==> config.mk <==
export PLATFORM = sky130hd
export DESIGN_NAME = tube_display_ctrl
export DESIGN_NICKNAME = d
export VERILOG_FILES = /design/src/rtl/tube_pkg.sv /design/src/rtl/seg7_hex_decode.sv /design/src/rtl/tube_display_ctrl.sv
export SDC_FILE = /design/constraint.sdc
export NUM_CORES = 1
export LEC_CHECK = 0
export CORE_ASPECT_RATIO = 0.5
export CORE_MARGIN = 5
export CORE_UTILIZATION = 44
export DETAILED_ROUTE_END_ITERATION = 16
export PLACE_DENSITY = 0.88
export SLEW_MARGIN = 15
export SYNTH_ARGS = -nofsm -noshare
export SYNTH_HDL_FRONTEND = slang
export SYNTH_SLANG_ARGS = --single-unit
==> constraint.sdc <==
create_clock -name clk -period 2.4 [get_ports clk]
set_input_delay 0.48 -clock clk [delete_from_list [all_inputs] [get_ports clk]]
set_output_delay 0.48 -clock clk [all_outputs]
set_load 0.03 [all_outputs]
==> src/rtl/tube_pkg.sv <==
// Shared register map, CTRL field layout and seven-segment glyph table
// for the multiplexed tube display controller.
package tube_pkg;

    localparam logic [1:0] OFF_DATA   = 2'd0;
    localparam logic [1:0] OFF_CTRL   = 2'd1;
    localparam logic [1:0] OFF_STATUS = 2'd2;

    localparam int CTRL_MASK_LSB = 0;
    localparam int CTRL_LZS_BIT  = 8;
    localparam int CTRL_DEN_BIT  = 9;
    localparam int CTRL_BR_LSB   = 12;
    localparam int CTRL_DP_LSB   = 16;

    localparam logic [31:0] CTRL_RST   = 32'h0000_F2FF;
    // Only implemented CTRL bits survive a write; the rest read back as 0
    localparam logic [31:0] CTRL_WMASK = 32'h00FF_F3FF;

    // Active-low a..g patterns for hex digits 0..F
    localparam logic [6:0] SEG7_TABLE [16] = '{
        7'h01, 7'h4F, 7'h12, 7'h06, 7'h4C, 7'h24, 7'h20, 7'h0F,
        7'h00, 7'h04, 7'h08, 7'h60, 7'h31, 7'h42, 7'h30, 7'h38
    };

endpackage

==> src/rtl/seg7_hex_decode.sv <==
// Combinational hex nibble to active-low a..g segment pattern.
module seg7_hex_decode
    import tube_pkg::*;
(
    input  logic [3:0] nibble,
    output logic [6:0] segs
);

    assign segs = SEG7_TABLE[nibble];

endmodule

==> src/rtl/tube_display_ctrl.sv <==
// Bus-mapped, time-multiplexed seven-segment controller with enable mask,
// decimal points, leading-zero suppression, PWM brightness and status readback.
module tube_display_ctrl
    import tube_pkg::*;
#(
    parameter logic [31:0] BASE_ADDR  = 32'h0000_7F30,
    parameter int          NUM_DIGITS = 8,
    parameter int          SCAN_DIV_W = 8
) (
    input  logic                  clk,
    input  logic                  reset,
    input  logic                  WE,
    input  logic [3:0]            BE,
    input  logic [31:0]           Addr,
    input  logic [31:0]           Din,
    output logic [31:0]           Dout,
    output logic [NUM_DIGITS-1:0] digit_sel,
    output logic [7:0]            seg
);

    logic [31:0]           data;
    logic [31:0]           ctrl;
    logic [SCAN_DIV_W-1:0] dcnt;
    logic [2:0]            idx;
    logic                  cs;
    logic                  unused_addr_lsbs;

    assign cs               = (Addr[31:4] == BASE_ADDR[31:4]);
    assign unused_addr_lsbs = ^Addr[1:0];

    function automatic logic [31:0] merge_bytes(input logic [31:0] old,
                                                input logic [31:0] din,
                                                input logic [3:0]  be);
        merge_bytes = old;
        for (int k = 0; k < 4; k++)
            if (be[k]) merge_bytes[8*k +: 8] = din[8*k +: 8];
    endfunction

    always_comb begin
        Dout = '0;
        if (cs) begin
            case (Addr[3:2])
                OFF_DATA:   Dout = data;
                OFF_CTRL:   Dout = ctrl;
                OFF_STATUS: Dout = {29'd0, idx};
                default:    Dout = '0;
            endcase
        end
    end

    always_ff @(posedge clk or posedge reset) begin
        if (reset) begin
            data <= '0;
            ctrl <= CTRL_RST;
        end else if (WE && cs) begin
            case (Addr[3:2])
                OFF_DATA: data <= merge_bytes(data, Din, BE);
                OFF_CTRL: ctrl <= merge_bytes(ctrl, Din, BE) & CTRL_WMASK;
                default:  ;
            endcase
        end
    end

    always_ff @(posedge clk or posedge reset) begin
        if (reset) begin
            dcnt <= '0;
            idx  <= '0;
        end else begin
            dcnt <= dcnt + 1'b1;
            if (&dcnt)
                idx <= (idx == 3'(NUM_DIGITS - 1)) ? 3'd0 : idx + 3'd1;
        end
    end

    // above_nz[i]: some displayed nibble at position i or higher is non-zero
    logic [7:0] nz;
    logic [7:0] above_nz;

    always_comb begin
        nz       = '0;
        above_nz = '0;
        for (int i = 0; i < NUM_DIGITS; i++)
            nz[i] = |data[4*i +: 4];
        for (int i = 7; i >= 0; i--)
            above_nz[i] = nz[i] | ((i < 7) ? above_nz[(i < 7) ? i + 1 : i] : 1'b0);
    end

    logic [7:0] en_mask;
    logic [7:0] dp_mask;
    logic [7:0] onehot;
    logic [3:0] ph;
    logic [3:0] br;
    logic [3:0] nib;
    logic [6:0] hex;
    logic       suppressed;
    logic       lit;

    assign en_mask    = ctrl[CTRL_MASK_LSB +: 8];
    assign dp_mask    = ctrl[CTRL_DP_LSB +: 8];
    assign br         = ctrl[CTRL_BR_LSB +: 4];
    assign ph         = dcnt[SCAN_DIV_W-1 -: 4];
    assign nib        = data[{idx, 2'b00} +: 4];
    assign onehot     = 8'b1 << idx;
    assign suppressed = ctrl[CTRL_LZS_BIT] && (idx != 3'd0) && !above_nz[idx];
    assign lit        = ctrl[CTRL_DEN_BIT] && en_mask[idx] && (ph <= br) && !suppressed;

    seg7_hex_decode u_dec (
        .nibble (nib),
        .segs   (hex)
    );

    always_ff @(posedge clk or posedge reset) begin
        if (reset) begin
            digit_sel <= '0;
            seg       <= 8'hFF;
        end else if (lit) begin
            digit_sel <= onehot[NUM_DIGITS-1:0];
            seg       <= {~dp_mask[idx], hex};
        end else begin
            digit_sel <= '0;
            seg       <= 8'hFF;
        end
    end

endmodule

==> flow_summary.json <==
{
  "placed_cells_incl_taps": 638,
  "setup_viol": 62,
  "syn-cell-area_um2": 4400,
  "cp.required_ns": 1.92,
  "grt_pass1_vias": 3926,
  "grt_usage_pct": 22.1,
  "numClockSinks": 81,
  "ys_warn_count": 0,
  "fill_cells": 633,
  "max-cap-violations": 0,
  "p_per_area_nw_per_um2": 444,
  "outcome": "finished with violations",
  "clk_latency_ns": 0.35,
  "hp-class": "reg2reg",
  "fin_cells": 664,
  "slew_viol_final": 0,
  "synthCells": 370,
  "cts-root-buf": "clkbuf_16",
  "start_kind": "primary input",
  "dieArea_um2": 12200,
  "fin_ws_ns": -0.250,
  "fin_nets": 612,
  "syn_avg_cell_area_um2": 11.9,
  "dp_hpwl_mm": 9.20,
  "drt_pass1_iterations": 5,
  "crit_arrival_ns": 2.17,
  "area_growth_pct": 51.5,
  "wl_per_cell_um": 19.9,
  "worst_slew_pin_slew_ns": 0.611,
  "synth-seq-cells": 81,
  "tns_ns": -9.77,
  "vias": 3787,
  "drc_errors": 0,
  "yosysSeqAreaShare_pct": 46.6,
  "gp_congestion": 0.895,
  "cts_buffer_depth": 2,
  "routed_wl_mm": 13.2,
  "slew_headroom_pct": 58.9,
  "cts.clk_slew.worst_paths_ns": 0.06,
  "yosys-top-cells-area": "dfrtp_1 34%, mux2_2 15%, dfstp_2 13%",
  "fp.dieW_um": 151,
  "crit_fanout": 7,
  "viasPerCell": 5.70,
  "overflow": 0,
  "fin_crit_ns": 2.65,
  "coreArea_um2": 9600,
  "violations": "setup timing",
  "drive_gt1_share_pct": 46.1,
  "ant_nets": 0,
  "timing.final.crit_share_pct": 110,
  "yosys.area.top_type_share_pct": 34.1,
  "drt_iter0_drc": 376,
  "fmax_mhz": 377,
  "cts_made_buffers": 9,
  "layout_commonest_cell": "dfrtp_1",
  "diodes": 0,
  "timing_worst_setup_path_type": "in2out",
  "cts.htree.levels": 3,
  "ioPinCount": 119,
  "final_cell_mix": "59 x dfrtp_1, 57 x mux2_2, 56 x clkdlybuf4s50_1",
  "p_leak_nw": 3.01,
  "cts_hold_buf": 0,
  "antenna_found_initial": 0,
  "grt_pass1_wl_mm": 20.6,
  "grt_max_degree": 35,
  "vdd_drop_max_v": 0.000296,
  "skew_ns": 0.00778,
  "finish.utilization_pct": 69.5,
  "io_buffer_count": 116,
  "synth_cell_types": 42,
  "syn-num-nets": 458,
  "yosysTopAreaCell": "dfrtp_1",
  "cts_tree": "built",
  "start_util_pct": 45.9,
  "hold_viol": 0,
  "rsz0062_at_grt": "yes",
  "rows": 25,
  "critPathCaptureType": "output port",
  "fp.dieH_um": 80.7
}
==> metal layers <==
layer	routed length, um	global-route usage (%)
met5	0	0
met4	496	9.68
met3	1120	6.91
met2	6490	37.1
met1	5140	26.5
==> final timing paths <==
path	start	endpoint	slack, ns	depth (start not counted)
setup / recovery	Addr[7]	Dout[13]	-0.25	8
hold / removal	dcnt[0]	dcnt[0]	0.47	1
setup reg to reg	idx[1]	seg[3]	0.14	8
hold reg to reg	dcnt[0]	dcnt[0]	0.47	1
max in group asynchronous	reset	ctrl[5]	1.29	3
min in group asynchronous	reset	dcnt[7]	0.48	2
==> flip-flops by register name (all words and copies together), names as in the netlist <==
register,flops
ctrl,22
data,32
dcnt,8
digit_sel,8
idx,3
seg,8
==> where the power goes <==
part | internal, W | leakage (nW) | total, W | switching [W]
logic | 0.000108 | 1.82 | 0.000195 | 0.0000868
clock network | 0.000815 | 0.151 | 0.00140 | 0.000587
registers | 0.00137 | 1.04 | 0.00137 | 0.0000000000187
==> worst max-delay path, cell delays in order <==
cell      delay [ns]
buf_6           0.09
and4bb_2        0.28
nand4_1         0.09
or4_4           0.64
buf_12          0.19
buf_12          0.15
nor2_4          0.10
buf_6           0.13
==> metrics by stage <==
step / hold slack (ns) / setup slack, ns / area [um2] / total power, W
after detailed placement: 0.470 / -0.525 / 6130 / 0.00159
after CTS: 0.480 / -0.243 / 6590 / 0.00297
after global routing: 0.496 / -0.305 / 6670 / 0.00304
final: 0.473 / -0.250 / 6670 / 0.00296
after global placement: 0.458 / -0.487 / 6130 / 0.00158
after floorplan: 0.443 / -0.0600 / 4600 / 0.00144
==> repair_timing <==
action | CTS | global route
hold endpoints to repair | 0 | 0
resized for setup | 89 | 20
endpoints found under the setup margin | 78 | 75
cloned | 1 | 0
pin swaps | 14 | 9
buffers inserted | 4 | 5
==> area by class of cell <==
class	instances	area [um2]	share of cell area (%)
multi-input combinational	259	2440	36.6
tap	135	169	2.53
sequential	81	2050	30.8
clock inverter	7	75.1	1.13
clock buffer	9	225	3.38
inverter	13	52.6	0.788
timing repair buffer	160	1650	24.8
==> synthesized netlist by cell type, drive strengths merged <==
cell	instances
buf	8
xnor2	2
mux4	12
nand3	6
and3	8
mux2i	10
a32oi	1
dfstp	21
o22ai	2
o21ai	5
nand4bb	1
clkbuf	10
a311oi	1
and2	12
o311ai	2
or4	1
xor2	4
nor3	7
nand4	2
or2	2
ha	17
nor4	11
o221ai	2
nand2b	5
a22oi	19
o22a	1
nor2	33
a31oi	1
and4bb	1
nand3b	1
dfrtp	60
nor2b	3
nand2	20
o211ai	2
a21oi	6
nand4b	1
inv	13
mux2	57
==> logic make-up (layout without fill, tap and decap cells) <==
kind of cell,Yosys count,in the layout,synth area share (%)
buffers and inverters,31,189,2.95
multiplexers,79,79,23.0
XOR/XNOR,6,6,1.19
adder cells (fa/ha/maj),17,17,4.83
flip-flops,81,81,46.6
AO/OA/AOI/OAI,42,42,6.65
AND/OR/NAND/NOR,114,115,14.8
No activity file was read; power rests on OpenSTA's default activity.
